## src/rtl/rs232_pkg.sv

```systemverilog
// Shared definitions for the RS-232 transmit queue: FSM encoding and default depth.
package rs232_pkg;

  // Default queue depth in bytes; must be a power of two and at least 2.
  localparam int DEFAULT_DEPTH = 16;

  // Byte-feeding FSM states.
  typedef enum logic [1:0] {
    IDLE  = 2'd0,
    LOAD  = 2'd1,
    START = 2'd2,
    WAIT  = 2'd3
  } tx_state_t;

endpackage

```

## src/rtl/rs232_fifo.sv

```systemverilog
// Byte FIFO with inferred RAM (registered read), wrapping pointers and a
// registered count from which full and empty are derived.
module rs232_fifo
  import rs232_pkg::*;
#(
  parameter int DEPTH = DEFAULT_DEPTH,
  parameter int CW    = $clog2(DEPTH) + 1
) (
  input  logic          clk,
  input  logic          rst,
  input  logic [7:0]    wr_data,
  input  logic          wr_en,
  input  logic          rd_en,
  output logic [7:0]    rd_data,
  output logic [CW-1:0] count,
  output logic          full,
  output logic          empty
);

  localparam int AW = $clog2(DEPTH);

  logic [7:0]    mem [0:DEPTH-1];
  logic [7:0]    rd_data_reg;
  logic [AW-1:0] wr_ptr_reg;
  logic [AW-1:0] rd_ptr_reg;
  logic [CW-1:0] count_reg;
  logic [CW-1:0] count_next;
  logic          full_reg;
  logic          empty_reg;
  logic          wr_accept;
  logic          rd_accept;

  // A write while full is dropped even if a pop happens in the same cycle,
  // because the decision uses the registered full flag.
  assign wr_accept = wr_en && !full_reg && !rst;
  assign rd_accept = rd_en && !empty_reg;

  // Next count: +1 for an accepted write, -1 for a pop, unchanged for both.
  always_comb begin
    count_next = count_reg;
    case ({wr_accept, rd_accept})
      2'b10:   count_next = count_reg + 1'b1;
      2'b01:   count_next = count_reg - 1'b1;
      default: count_next = count_reg;
    endcase
  end

  // Storage array: synchronous write, registered read of the current head.
  // The head is re-read every cycle so rd_data always reflects rd_ptr one
  // cycle later; the consumer waits at least one cycle after any pointer move.
  always_ff @(posedge clk) begin
    if (wr_accept) begin
      mem[wr_ptr_reg] <= wr_data;
    end
    rd_data_reg <= mem[rd_ptr_reg];
  end

  // Pointers, count and the flags derived from the next count.
  always_ff @(posedge clk) begin
    if (rst) begin
      wr_ptr_reg <= '0;
      rd_ptr_reg <= '0;
      count_reg  <= '0;
      full_reg   <= 1'b0;
      empty_reg  <= 1'b1;
    end else begin
      if (wr_accept) begin
        wr_ptr_reg <= wr_ptr_reg + 1'b1;
      end
      if (rd_accept) begin
        rd_ptr_reg <= rd_ptr_reg + 1'b1;
      end
      count_reg <= count_next;
      full_reg  <= (count_next == CW'(DEPTH));
      empty_reg <= (count_next == '0);
    end
  end

  assign rd_data = rd_data_reg;
  assign count   = count_reg;
  assign full    = full_reg;
  assign empty   = empty_reg;

endmodule

```

## src/rtl/rs232_tx_queue.sv

```systemverilog
// RS-232 transmit queue: buffers bytes and hands them one at a time to the
// transmitter, waiting for a rising edge of transmit_done between bytes.
module rs232_tx_queue
  import rs232_pkg::*;
#(
  parameter int DEPTH = DEFAULT_DEPTH,
  parameter int CW    = $clog2(DEPTH) + 1
) (
  input  logic          clk,
  input  logic          rst,
  input  logic [7:0]    wr_data,
  input  logic          wr_en,
  output logic          full,
  output logic          empty,
  output logic [CW-1:0] count,
  output logic          overflow,
  output logic [7:0]    data_transmit,
  output logic          start_transmit,
  input  logic          transmit_done
);

  tx_state_t  state_reg;
  tx_state_t  state_next;
  logic       done_prev_reg;
  logic       done_rise;
  logic       pop;
  logic       overflow_reg;
  logic [7:0] data_transmit_reg;
  logic       start_transmit_reg;
  logic [7:0] head_data;
  logic       fifo_full;
  logic       fifo_empty;

  rs232_fifo #(
    .DEPTH (DEPTH),
    .CW    (CW)
  ) u_fifo (
    .clk     (clk),
    .rst     (rst),
    .wr_data (wr_data),
    .wr_en   (wr_en),
    .rd_en   (pop),
    .rd_data (head_data),
    .count   (count),
    .full    (fifo_full),
    .empty   (fifo_empty)
  );

  // A done level carried over from an earlier byte never looks like a rise.
  assign done_rise = transmit_done && !done_prev_reg;

  // Next-state logic; transmit_done only matters in WAIT.
  always_comb begin
    state_next = state_reg;
    pop        = 1'b0;
    case (state_reg)
      IDLE: begin
        if (!fifo_empty) begin
          state_next = LOAD;
        end
      end
      LOAD: begin
        pop        = 1'b1;
        state_next = START;
      end
      START: begin
        state_next = WAIT;
      end
      WAIT: begin
        if (done_rise) begin
          state_next = IDLE;
        end
      end
      default: begin
        state_next = IDLE;
      end
    endcase
  end

  // State register, done history, and registered transmitter-facing outputs.
  // start_transmit is registered from the next state so it is high exactly
  // while the FSM sits in START, without a combinational output path.
  always_ff @(posedge clk) begin
    if (rst) begin
      state_reg          <= IDLE;
      done_prev_reg      <= 1'b0;
      data_transmit_reg  <= 8'h00;
      start_transmit_reg <= 1'b0;
    end else begin
      state_reg          <= state_next;
      done_prev_reg      <= transmit_done;
      start_transmit_reg <= (state_next == START);
      if (state_reg == LOAD) begin
        data_transmit_reg <= head_data;
      end
    end
  end

  // Sticky overflow: set by any write attempted while full, cleared by reset.
  always_ff @(posedge clk) begin
    if (rst) begin
      overflow_reg <= 1'b0;
    end else if (wr_en && fifo_full) begin
      overflow_reg <= 1'b1;
    end
  end

  assign full           = fifo_full;
  assign empty          = fifo_empty;
  assign overflow       = overflow_reg;
  assign data_transmit  = data_transmit_reg;
  assign start_transmit = start_transmit_reg;

endmodule

```

## config.mk

```make
export PLATFORM = sky130hd
export DESIGN_NAME = rs232_tx_queue
export DESIGN_NICKNAME = d
export VERILOG_FILES = /design/src/rtl/rs232_pkg.sv /design/src/rtl/rs232_fifo.sv /design/src/rtl/rs232_tx_queue.sv
export SDC_FILE = /design/constraint.sdc
export NUM_CORES = 1
export LEC_CHECK = 0
export CELL_PAD_IN_SITES_DETAIL_PLACEMENT = 2
export CELL_PAD_IN_SITES_GLOBAL_PLACEMENT = 2
export CORE_ASPECT_RATIO = 0.6
export CORE_MARGIN = 4
export CORE_UTILIZATION = 35
export CTS_CLUSTER_SIZE = 20
export DETAILED_ROUTE_END_ITERATION = 10
export PLACE_DENSITY = 0.73
export SYNTH_ARGS = -nofsm -noshare
export SYNTH_HDL_FRONTEND = slang
export SYNTH_SLANG_ARGS = --single-unit
```

## constraint.sdc

```tcl
create_clock -name clk -period 5.8 [get_ports clk]
set_clock_uncertainty 0.2 [all_clocks]
set_input_delay 0.58 -clock clk [delete_from_list [all_inputs] [get_ports clk]]
set_output_delay 0.58 -clock clk [all_outputs]
set_load 0.01 [all_outputs]
```

# After elaboration in Yosys (flattened, before gate mapping)

Memories as Yosys holds them, arrays and structs flattened. A register that Yosys moved wholly into a read port is not among the register bits.
Cells that the tools add are included.

Register bits after elaboration: 28
Bits in latches: 0
Bits in writable memories: 128
Bits in read-only memories: 0
Bits of input ports: 12
Logic and storage cells: 40
Memories: 1

Add/sub/neg operators: 4
Multiply operators: 0
Divide/modulo/power cells: 0
Magnitude comparators: 0
Equality and inequality tests: 7
Shift operators: 0
Mux-type cells: 7
Bitwise logic cells: 0
Reductions and logical operators: 11

Memories:

| name       | depth | width | read ports | clocked after memory_dff | wr ports | RTL line         | RTL |
|---|---|---|---|---|---|---|---|
| u_fifo.mem | 16    | 8     | 1          | 1                        | 1        | rs232_fifo.sv:22 | `logic [7:0] mem [0:DEPTH-1];` |

Operator list:

| cell                                                                | number |
|---|---|
| 5-bit one-hot mux with 2 select lines                               | 1 |
| 4-bit by 1-bit adder with 4-bit output (second input constant)      | 2 |
| 2-bit == test (second input constant)                               | 4 |
| 2-bit one-hot mux with 4 select lines                               | 1 |
| 5-bit by 1-bit adder with 5-bit output (second input constant)      | 1 |
| 5-bit == test (second input constant)                               | 1 |
| 1-bit logical AND                                                   | 5 |
| 5-bit logical NOT                                                   | 1 |
| 5-bit by 1-bit subtractor with 5-bit output (second input constant) | 1 |
| 2-bit by 1-bit == test with 1-bit output (second input constant)    | 2 |
| 1-bit logical NOT                                                   | 4 |
| 2-bit 2-to-1 mux                                                    | 2 |
| 1-bit 2-to-1 mux                                                    | 3 |
| 2-bit logical NOT                                                   | 1 |

# Depth between registers and ports, before layout

Gate-level depths: netlist of run 1.

Depth after elaboration: 6
Depth in mapped cells: 11

# Hierarchy

A second synthesis of run 1 with hierarchy kept.

Cell total of the unflattened synthesis: 358
Area total of the unflattened synthesis: 6,346.1 µm²

By module, submodules not included:

| module         | instances | cells an instance | area each (µm²) |
|---|---|---|---|
| rs232_fifo     | 1         | 307               | 5,890.6 |
| rs232_tx_queue | 1         | 51                | 455.4 |

# Worst setup path after synthesis of run 1

Ideal clock, no wire load.

Path type: input -> register
Start point: in rst
End point: reg u_fifo.empty_reg, in the netlist u_fifo.empty
Arrival: 2.276 ns
Setup slack: 3.209 ns
Stages: 10
Path buffers: 0
Path through: nor3b_2 -> inv_2 -> nand2_4 -> xnor2_1 -> ha_1 -> a21oi_1 -> xor2_1 -> and4b_1 -> o31a_1 -> a31o_1

Word-level cells in the longest chain between the ends: 5
Elaborated cells on any way between the ends: 6

RTL lines:

| what                                                                      | RTL line             | RTL |
|---|---|---|
| start, declared                                                           | rs232_tx_queue.sv:10 | `input logic rst,` |
| 1-bit logical NOT                                                         | rs232_fifo.sv:35     | `assign wr_accept = wr_en && !full_reg && !rst;` |
| 1-bit logical AND                                                         | rs232_fifo.sv:35     |  |
| 2-bit by 1-bit == test with 1-bit output or 2-bit == test (tied branches) | rs232_fifo.sv:41     | `case ({wr_accept, rd_accept})` |
| 5-bit one-hot mux with 2 select lines                                     | rs232_fifo.sv:41     |  |
| 5-bit logical NOT                                                         | rs232_fifo.sv:75     | `empty_reg <= (count_next == '0);` |
| end signal, assigned                                                      | rs232_fifo.sv:75     |  |
| end, declared                                                             | rs232_fifo.sv:29     | `logic empty_reg;` |

Several ways; a longest one is shown, not always the timed one.
A chain may end at the register's enable or synchronous reset.

# Final worst setup path of run 1

Start point: in rst
End point: reg u_fifo.full_reg, in the netlist u_fifo.full

Word-level cells in the longest chain between the ends: 5
Elaborated cells on any way between the ends: 6

RTL lines:

| what                                                                      | RTL line         | RTL |
|---|---|---|
| 1-bit logical NOT                                                         | rs232_fifo.sv:35 |  |
| 1-bit logical AND                                                         | rs232_fifo.sv:35 |  |
| 2-bit by 1-bit == test with 1-bit output or 2-bit == test (tied branches) | rs232_fifo.sv:41 |  |
| 5-bit one-hot mux with 2 select lines                                     | rs232_fifo.sv:41 |  |
| 5-bit == test                                                             | rs232_fifo.sv:74 | `full_reg <= (count_next == CW'(DEPTH));` |
| end signal, assigned                                                      | rs232_fifo.sv:74 |  |
| end, declared                                                             | rs232_fifo.sv:28 | `logic full_reg;` |

Several ways; a longest one is shown, not always the timed one.

==> flow_summary.json, run 1 <==
{
  "worst-setup-path-type": "in2reg",
  "relSlewSlack": 0.0954,
  "root_buffer": "clkbuf_16",
  "run_status": "completed",
  "crit_path_start_kind": "input port",
  "end_kind": "flop",
  "drtIter0Drc": 354,
  "multiInputGateArea_um2": 1710,
  "synth_area_leaders": "edfxtp_1, mux4_2, dfxtp_1",
  "tightest_slew_ns": 1.35,
  "powerDensity_nw_per_um2": 351,
  "drcViolationCount": 0,
  "gp_congestion": 0.743,
  "portBuffers": 28,
  "syn_inst": 355,
  "yosys_register_bits": 164,
  "worst_slack_ns": 2.55,
  "syn2layout_area_growth_pct": 17.9,
  "critPathRequiredTime_ns": 5.90,
  "setup_viol": 0,
  "critPathMaxFanout": 29,
  "hpwl_um": 10500,
  "synthFlopType": "edfxtp_1",
  "startpoint": "rst",
  "drive_gt1_frac": 0.219,
  "die_height_um": 112,
  "cp.arrival_ns": 3.36,
  "yosys.cell_count.top_type": "edfxtp_1",
  "r2r-start": "state_reg[0]$_SDFF_PP0_",
  "syn_nets": 374,
  "avgViaCountPerCell": 5.19,
  "final-hold-violation-count": 0,
  "regArea_um2": 4570,
  "path_clk_slew_ns": 0.07,
  "insertion_delay_ns": 0.43,
  "ioPinCount": 29,
  "grt_pass1_vias": 3623,
  "vias": 3293,
  "post_cts.repair.setup_buffers": 0,
  "cts_buffers": 17,
  "power.leakage_uw": 0.00235,
  "cts_resized": 0,
  "dieArea_um2": 20400,
  "async_reset_ff_frac": 0,
  "syn-cell-area_um2": 6350,
  "min_period_ns": 3.25,
  "min_from": "u_fifo.rd_data[7]$_DFF_P_",
  "cts_tree": "done",
  "synth_top_area_frac": 0.606,
  "grt_max_degree": 30,
  "fin_crit_sh": 0.561,
  "seq_area_frac_synth": 0.719,
  "synth_area_leader_cell": "edfxtp_1",
  "h-tree-depth": 4,
  "dr.pass1.iters": 4,
  "grt_pass1_wl_um": 24100,
  "fin_nets": 407,
  "hold_class": "reg2reg",
  "fill_cells": 1607,
  "avgSynthCellArea_um2": 17.9,
  "wl_per_cell_um": 24.8,
  "numClockSinks": 164,
  "drv_cap": 0,
  "synth_cell_type_count": 38,
  "final_antenna_net_count": 0,
  "synth_commonest_cells": "edfxtp_1, mux4_2, dfxtp_1",
  "grt.total_usage": 0.162,
  "setup_tns_ns": 0,
  "grt-ovfl-total": 0,
  "initial_core_util": 0.364,
  "cts_hold_buf": 0,
  "pre_cts_ws_ns": 2.18,
  "antenna_found_initial": 0,
  "core_um2": 17500,
  "slew_viol_final": 0,
  "largest_register_ffs": 128,
  "die_w_um": 182,
  "holdWs_ns": 0.239,
  "rsz0062_at_grt": "no",
  "antenna_cells": 0,
  "total_power_uw": 2620,
  "cts.path.max_buffers": 2,
  "fmax_mhz": 307,
  "wirelength_um": 15800,
  "yosys_warnings": 0,
  "num_rows": 37,
  "max-vdd-ir-drop_v": 0.000206,
  "synth-edff-count": 128
}
[cell usage in the layout, fill, tap and decap left out, types with 4 or more instances in the layout]
cell / n
a21oi_1: 17
buf_4: 5
clkbuf_16: 19
clkdlybuf4s50_1: 28
clkinv_4: 4
dfxtp_1: 35
edfxtp_1: 128
ha_1: 7
mux4_2: 40
nand2_1: 24
nand2b_1: 4
nor2_1: 29
xnor2_1: 5
xor2_1: 7
[metal layers]
layer / part of all wire / global-route usage / vias up
met5: 0 / 0 / -
li1: - / - / 1447
met2: 0.46 / 0.243 / 89
met4: 0.0040 / 0.0405 / 0
met3: 0.060 / 0.0330 / 6
met1: 0.48 / 0.243 / 1751
[report_power, final]
part	switching [uW]	leakage, uW	total [uW]	internal, uW
clock network	476	0.000295	1100	621
logic	105	0.000607	198	93.4
registers	31.0	0.00145	1330	1300
[worst paths after layout]
| kind | cells past startpoint | slack, ns | end |
|---|---|---|---|
| hold / removal | 2 | 0.24 | data_transmit[7]$_SDFFE_PP0N_ |
| setup / recovery | 13 | 2.55 | u_fifo.full$_SDFF_PP0_ |
| hold reg to reg | 2 | 0.24 | data_transmit[7]$_SDFFE_PP0N_ |
| setup reg to reg | 10 | 2.89 | u_fifo.full$_SDFF_PP0_ |
[metrics by stage]
stage / instance area (um2) / std cells / util
floorplan: 6350 / 355 / -
global placement: 6900 / 603 / 0.395
detailed placement: 6900 / 603 / 0.395
CTS: 7480 / 635 / 0.429
global route: 7480 / 635 / 0.429
finish: 7480 / 635 / 0.429
[worst max-delay path, cell delays in order]
cell and delay, ns:
clkdlybuf4s50_1 0.40, buf_4 0.24, nor3b_2 0.43, inv_2 0.15, nand2_4 0.13, xnor2_1 0.08
ha_1 0.23, nor3b_1 0.15, a31oi_1 0.20, nor3_1 0.06, a21oi_1 0.19, xor2_1 0.28
and4bb_1 0.23
[area by class of cell]
cell class,count,share of cell area
flip-flops and latches,164,0.610
multi-input cells,168,0.228
clock buffers,21,0.0661
repair buffers,33,0.0425
well taps,234,0.0391
clock inverters,11,0.0119
inverters,4,0.00201
[kinds of logic after synthesis]
kind of cell,share of synthesized area
muxes,0.144
xor gates and xnor gates,0.0166
buffers and inverters,0.0144
and+or+nand+nor,0.0676
AOI/OAI and AO/OA,0.0248
adders and majority gates,0.0138
DFF,0.719
Note: power is estimated with default switching activity, not from simulation.
==> run 2: changes to the inputs <==
clock period = 3.4 ns   (was 5.8 ns; I/O delays follow)
==> flow_summary.json, run 2 (synthesis results as in run 1) <==
{
  "run_status": "completed",
  "rsz0062_at_grt": "no",
  "power.leakage_uw": 0.00241,
  "die_height_um": 112,
  "grt.total_usage": 0.162,
  "fin_crit_sh": 0.828,
  "drv_cap": 0,
  "largest_register_ffs": 128,
  "antenna_found_initial": 1,
  "slew_viol_final": 0,
  "powerDensity_nw_per_um2": 587,
  "grt_pass1_wl_um": 24200,
  "path_clk_slew_ns": 0.07,
  "fin_nets": 422,
  "path_buf_inv": 0,
  "dr.pass1.iters": 4,
  "regArea_um2": 4570,
  "drcViolationCount": 0,
  "root_buffer": "clkbuf_16",
  "multiInputGateArea_um2": 1690,
  "setup_viol": 0,
  "cts_buffers": 17,
  "core_um2": 17500,
  "critPathMaxFanout": 6,
  "cts_hold_buf": 0,
  "max-vdd-ir-drop_v": 0.000342,
  "grt_max_degree": 36,
  "r2r-start": "state_reg[0]$_SDFF_PP0_",
  "final-hold-violation-count": 0,
  "fmax_mhz": 355,
  "drive_gt1_frac": 0.238,
  "ioPinCount": 29,
  "initial_core_util": 0.364,
  "cp.arrival_ns": 2.93,
  "num_rows": 37,
  "h-tree-depth": 4,
  "hpwl_um": 10500,
  "mostFrequentLayoutCells": "edfxtp_1, mux4_2, dfxtp_1",
  "hold_class": "reg2reg",
  "portBuffers": 28,
  "min_from": "u_fifo.rd_data[2]$_DFF_P_",
  "fill_cells": 1627,
  "avgViaCountPerCell": 5.16,
  "dieArea_um2": 20400,
  "hold-path-endpoint": "data_transmit[2]$_SDFFE_PP0N_",
  "tightest_slew_ns": 0.831,
  "holdWs_ns": 0.243,
  "cts.path.max_buffers": 2,
  "syn2layout_area_growth_pct": 19.5,
  "drtIter0Drc": 322,
  "antenna_cells": 0,
  "grt-ovfl-total": 0,
  "cts_resized": 0,
  "slowest_delay_ns": 0.42,
  "grt_pass1_vias": 3686,
  "dpl_cell_area_um2": 7020,
  "relSlewSlack": 0.444,
  "wirelength_um": 15800,
  "worstRegToRegCells": 10,
  "end_kind": "flop",
  "critPathRequiredTime_ns": 3.51,
  "r2r-end": "u_fifo.full$_SDFF_PP0_",
  "final_cells": 650,
  "numClockSinks": 164,
  "cp_slowest_cell": "dfxtp_1",
  "gp_congestion": 0.768,
  "path_cells": "nor3b_4, nand2_4, xnor2_1, ha_1, nor3b_1, a31oi_1, nor3_1, a21oi_1, xor2_1, and4bb_1",
  "worst-setup-path-type": "reg2reg",
  "setup_tns_ns": 0,
  "cp_top_family": "simple AND/OR/NAND/NOR gates",
  "crit_path_start_kind": "flop",
  "dp.cells": 618,
  "final_antenna_net_count": 0,
  "cts_tree": "done",
  "insertion_delay_ns": 0.42,
  "layout_commonest_cell": "edfxtp_1",
  "post_cts.repair.setup_buffers": 0,
  "vias": 3351,
  "die_w_um": 182,
  "postLayoutCellArea_um2": 7580,
  "r2r_slack_ns": 0.58,
  "wl_per_cell_um": 24.3,
  "min_period_ns": 2.82,
  "whs_path_depth": 2
}
[run 2: power by group]
group          leakage [uW]  internal, uW  switching, uW
clock              0.000285          1040            796
combinational      0.000680           167            187
sequential          0.00145          2210           47.7
[run 2: how the worst max path moves through the flow]
stage	slack, ns	to	cells past startpoint	start
after floorplan	0.99	u_fifo.empty$_SDFF_PP1_	9	u_fifo.empty$_SDFF_PP1_
after CTS	0.60	u_fifo.full$_SDFF_PP0_	10	state_reg[0]$_SDFF_PP0_
after detailed placement	0.31	u_fifo.full$_SDFF_PP0_	12	wr_en
after global placement	0.55	u_fifo.full$_SDFF_PP0_	12	wr_en
final	0.58	u_fifo.full$_SDFF_PP0_	10	state_reg[0]$_SDFF_PP0_
after global routing	0.28	u_fifo.full$_SDFF_PP0_	10	state_reg[0]$_SDFF_PP0_
[run 2: final cells by class]
| cell class | count | area share |
|---|---|---|
| Clock inverter | 9 | 0.00891 |
| Multi-Input combinational cell | 168 | 0.223 |
| Tap cell | 234 | 0.0386 |
| Timing Repair Buffer | 48 | 0.0600 |
| Inverter | 4 | 0.00198 |
| Clock buffer | 23 | 0.0657 |
| Sequential cell | 164 | 0.602 |
[run 2: routing by layer]
metal  GRT usage  wire (um)
met1       0.234       7600
met2       0.249       7370
met3      0.0402        662
met4      0.0390        134
met5           0          0
[run 2: through the flow]
stage	setup slack (ns)	total power, uW	utilization
floorplan	0.988	2490	-
global placement	0.554	2640	0.402
detailed placement	0.315	2660	0.402
CTS	0.596	4500	0.435
global route	0.280	4630	0.435
finish	0.584	4450	0.435
[run 2: worst register-to-register path, cell delays in order, from the launching register on]
cell and delay, ns:
dfxtp_1 0.42, nor3b_4 0.42, nand2_4 0.13, xnor2_1 0.19, ha_1 0.26, nor3b_1 0.25, a31oi_1 0.12, nor3_1 0.16
a21oi_1 0.08, xor2_1 0.25, and4bb_1 0.22
==> run 3: changes to the inputs <==
PLACE_DENSITY = 0.75   (was 0.73)
clock period = 2.3 ns   (was 3.4 ns; I/O delays follow)
==> flow_summary.json, run 3 (synthesis results as in run 1) <==
{
  "drv_cap": 0,
  "cts_hold_buf": 0,
  "grt_pass1_wl_um": 25600,
  "r2r-end": "u_fifo.full$_SDFF_PP0_",
  "numClockSinks": 164,
  "drive_gt1_frac": 0.304,
  "insertion_delay_ns": 0.42,
  "portBuffers": 28,
  "hpwl_um": 11200,
  "grt.met1_usage": 0.242,
  "vias": 3457,
  "gp_congestion": 0.754,
  "root_buffer": "clkbuf_16",
  "tightest_slew_ns": 0.725,
  "critPathMaxFanout": 4,
  "cts_buffers": 17,
  "num_rows": 37,
  "crit_path_start_kind": "flop",
  "end_kind": "flop",
  "drcViolationCount": 0,
  "cts.path.max_buffers": 2,
  "crit_end": "u_fifo.full$_SDFF_PP0_",
  "critPathRequiredTime_ns": 2.41,
  "avgViaCountPerCell": 5.12,
  "die_w_um": 182,
  "final-hold-violation-count": 0,
  "power.leakage_uw": 0.00257,
  "drtIter0Drc": 326,
  "dr.pass1.iters": 4,
  "r2r_slack_ns": -0.26,
  "r2r-start": "state_reg[1]$_SDFF_PP0_",
  "worstRegToRegCells": 10,
  "worst-setup-path-type": "reg2reg",
  "grt_max_degree": 33,
  "wl_per_cell_um": 24.8,
  "cp.arrival_ns": 2.67,
  "path_clk_slew_ns": 0.07,
  "wirelength_um": 16800,
  "violations": "negative setup slack",
  "final_antenna_net_count": 0,
  "ioPinCount": 29,
  "cts_tree": "done",
  "final_cells": 675,
  "antenna_cells": 0,
  "startpoint": "state_reg[1]$_SDFF_PP0_",
  "fin_nets": 447,
  "grt_pass1_vias": 3907,
  "h-tree-depth": 4,
  "grt.total_usage": 0.171,
  "hold_class": "in2reg",
  "met3_usage": 0.0495,
  "fill_cells": 1608,
  "fin_crit_sh": 1.11,
  "run_status": "finished, violations left",
  "largest_register_ffs": 128,
  "slew_viol_final": 0,
  "grt-ovfl-total": 0,
  "min_period_ns": 2.56,
  "powerDensity_nw_per_um2": 882,
  "dp.cells": 639,
  "initial_core_util": 0.364,
  "syn2layout_area_growth_pct": 24.6,
  "max-vdd-ir-drop_v": 0.000527,
  "core_um2": 17500,
  "layout_commonest_cell": "edfxtp_1",
  "setup_viol": 4,
  "holdWs_ns": 0.239,
  "antenna_found_initial": 1,
  "fmax_mhz": 391,
  "relSlewSlack": 0.515,
  "mostFrequentLayoutCells": "edfxtp_1, buf_4, mux4_2",
  "die_height_um": 112,
  "met2_usage": 0.264,
  "rsz0062_at_grt": "yes",
  "top_usage_layer": "met2",
  "dieArea_um2": 20400,
  "worst_slack_ns": -0.257
}
-- run 3: worst max-delay path, stage by stage (launching register included) --
cell      delay (ns)
dfxtp_2         0.34
nor3b_4         0.32
nand2_4         0.11
xnor2_2         0.21
ha_4            0.21
nor3b_4         0.20
a31oi_1         0.10
nor3_1          0.18
a21oi_1         0.09
xor2_1          0.27
and4bb_1        0.22
-- run 3: repair_timing --
| item | 4_1_cts | 5_1_grt |
|---|---|---|
| resized for setup | 6 | 3 |
| endpoints found under the setup margin | 5 | 5 |
| buffers inserted | 3 | 1 |
| pin swaps | 5 | 3 |
-- run 3: worst min-delay path by stage --
stage	startpoint	cells after the start	end	slack, ns
after floorplan	wr_data[0]	0	u_fifo.mem[0][0]$_DFFE_PP_	0.13
after global placement	u_fifo.rd_data[5]$_DFF_P_	2	data_transmit[5]$_SDFFE_PP0N_	0.24
after detailed placement	u_fifo.rd_data[5]$_DFF_P_	2	data_transmit[5]$_SDFFE_PP0N_	0.24
after CTS	transmit_done	2	done_prev_reg$_SDFF_PP0_	0.22
after global routing	transmit_done	2	done_prev_reg$_SDFF_PP0_	0.24
final	transmit_done	2	done_prev_reg$_SDFF_PP0_	0.24
-- run 3: final cells by class --
class / instances / area, um2 / area share
tap: 234 / 293 / 0.0370
timing repair buffer: 73 / 643 / 0.0813
clock buffer: 25 / 551 / 0.0696
inverter: 4 / 15.0 / 0.00190
clock inverter: 7 / 77.6 / 0.00981
multi-input combinational: 168 / 1760 / 0.223
sequential: 164 / 4570 / 0.578
-- run 3: metal layers --
metal | vias up | share of wire
li1 | 1525 | -
met1 | 1843 | 0.45
met5 | - | 0
met3 | 9 | 0.059
met2 | 80 | 0.48
met4 | 0 | 0.0059
-- run 3: stage by stage --
stage          setup TNS, ns  area (um2)  power (uW)   util  setup slack, ns
2_1_floorplan        -0.0877        6370        3690      -          -0.0551
3_3_place_gp           -1.41        7200        3970  0.413           -0.357
3_5_place_dp           -2.63        7200        4020  0.413           -0.624
4_1_cts               -0.449        7890        7030  0.452           -0.197
5_1_grt                -1.39        7910        7240  0.453           -0.410
6_report              -0.719        7910        6970  0.453           -0.257
-- run 3: power breakdown --
| group | internal (uW) | switching [uW] | total [uW] |
|---|---|---|---|
| combinational | 316 | 334 | 651 |
| clock | 1790 | 1200 | 2990 |
| sequential | 3270 | 56.9 | 3330 |
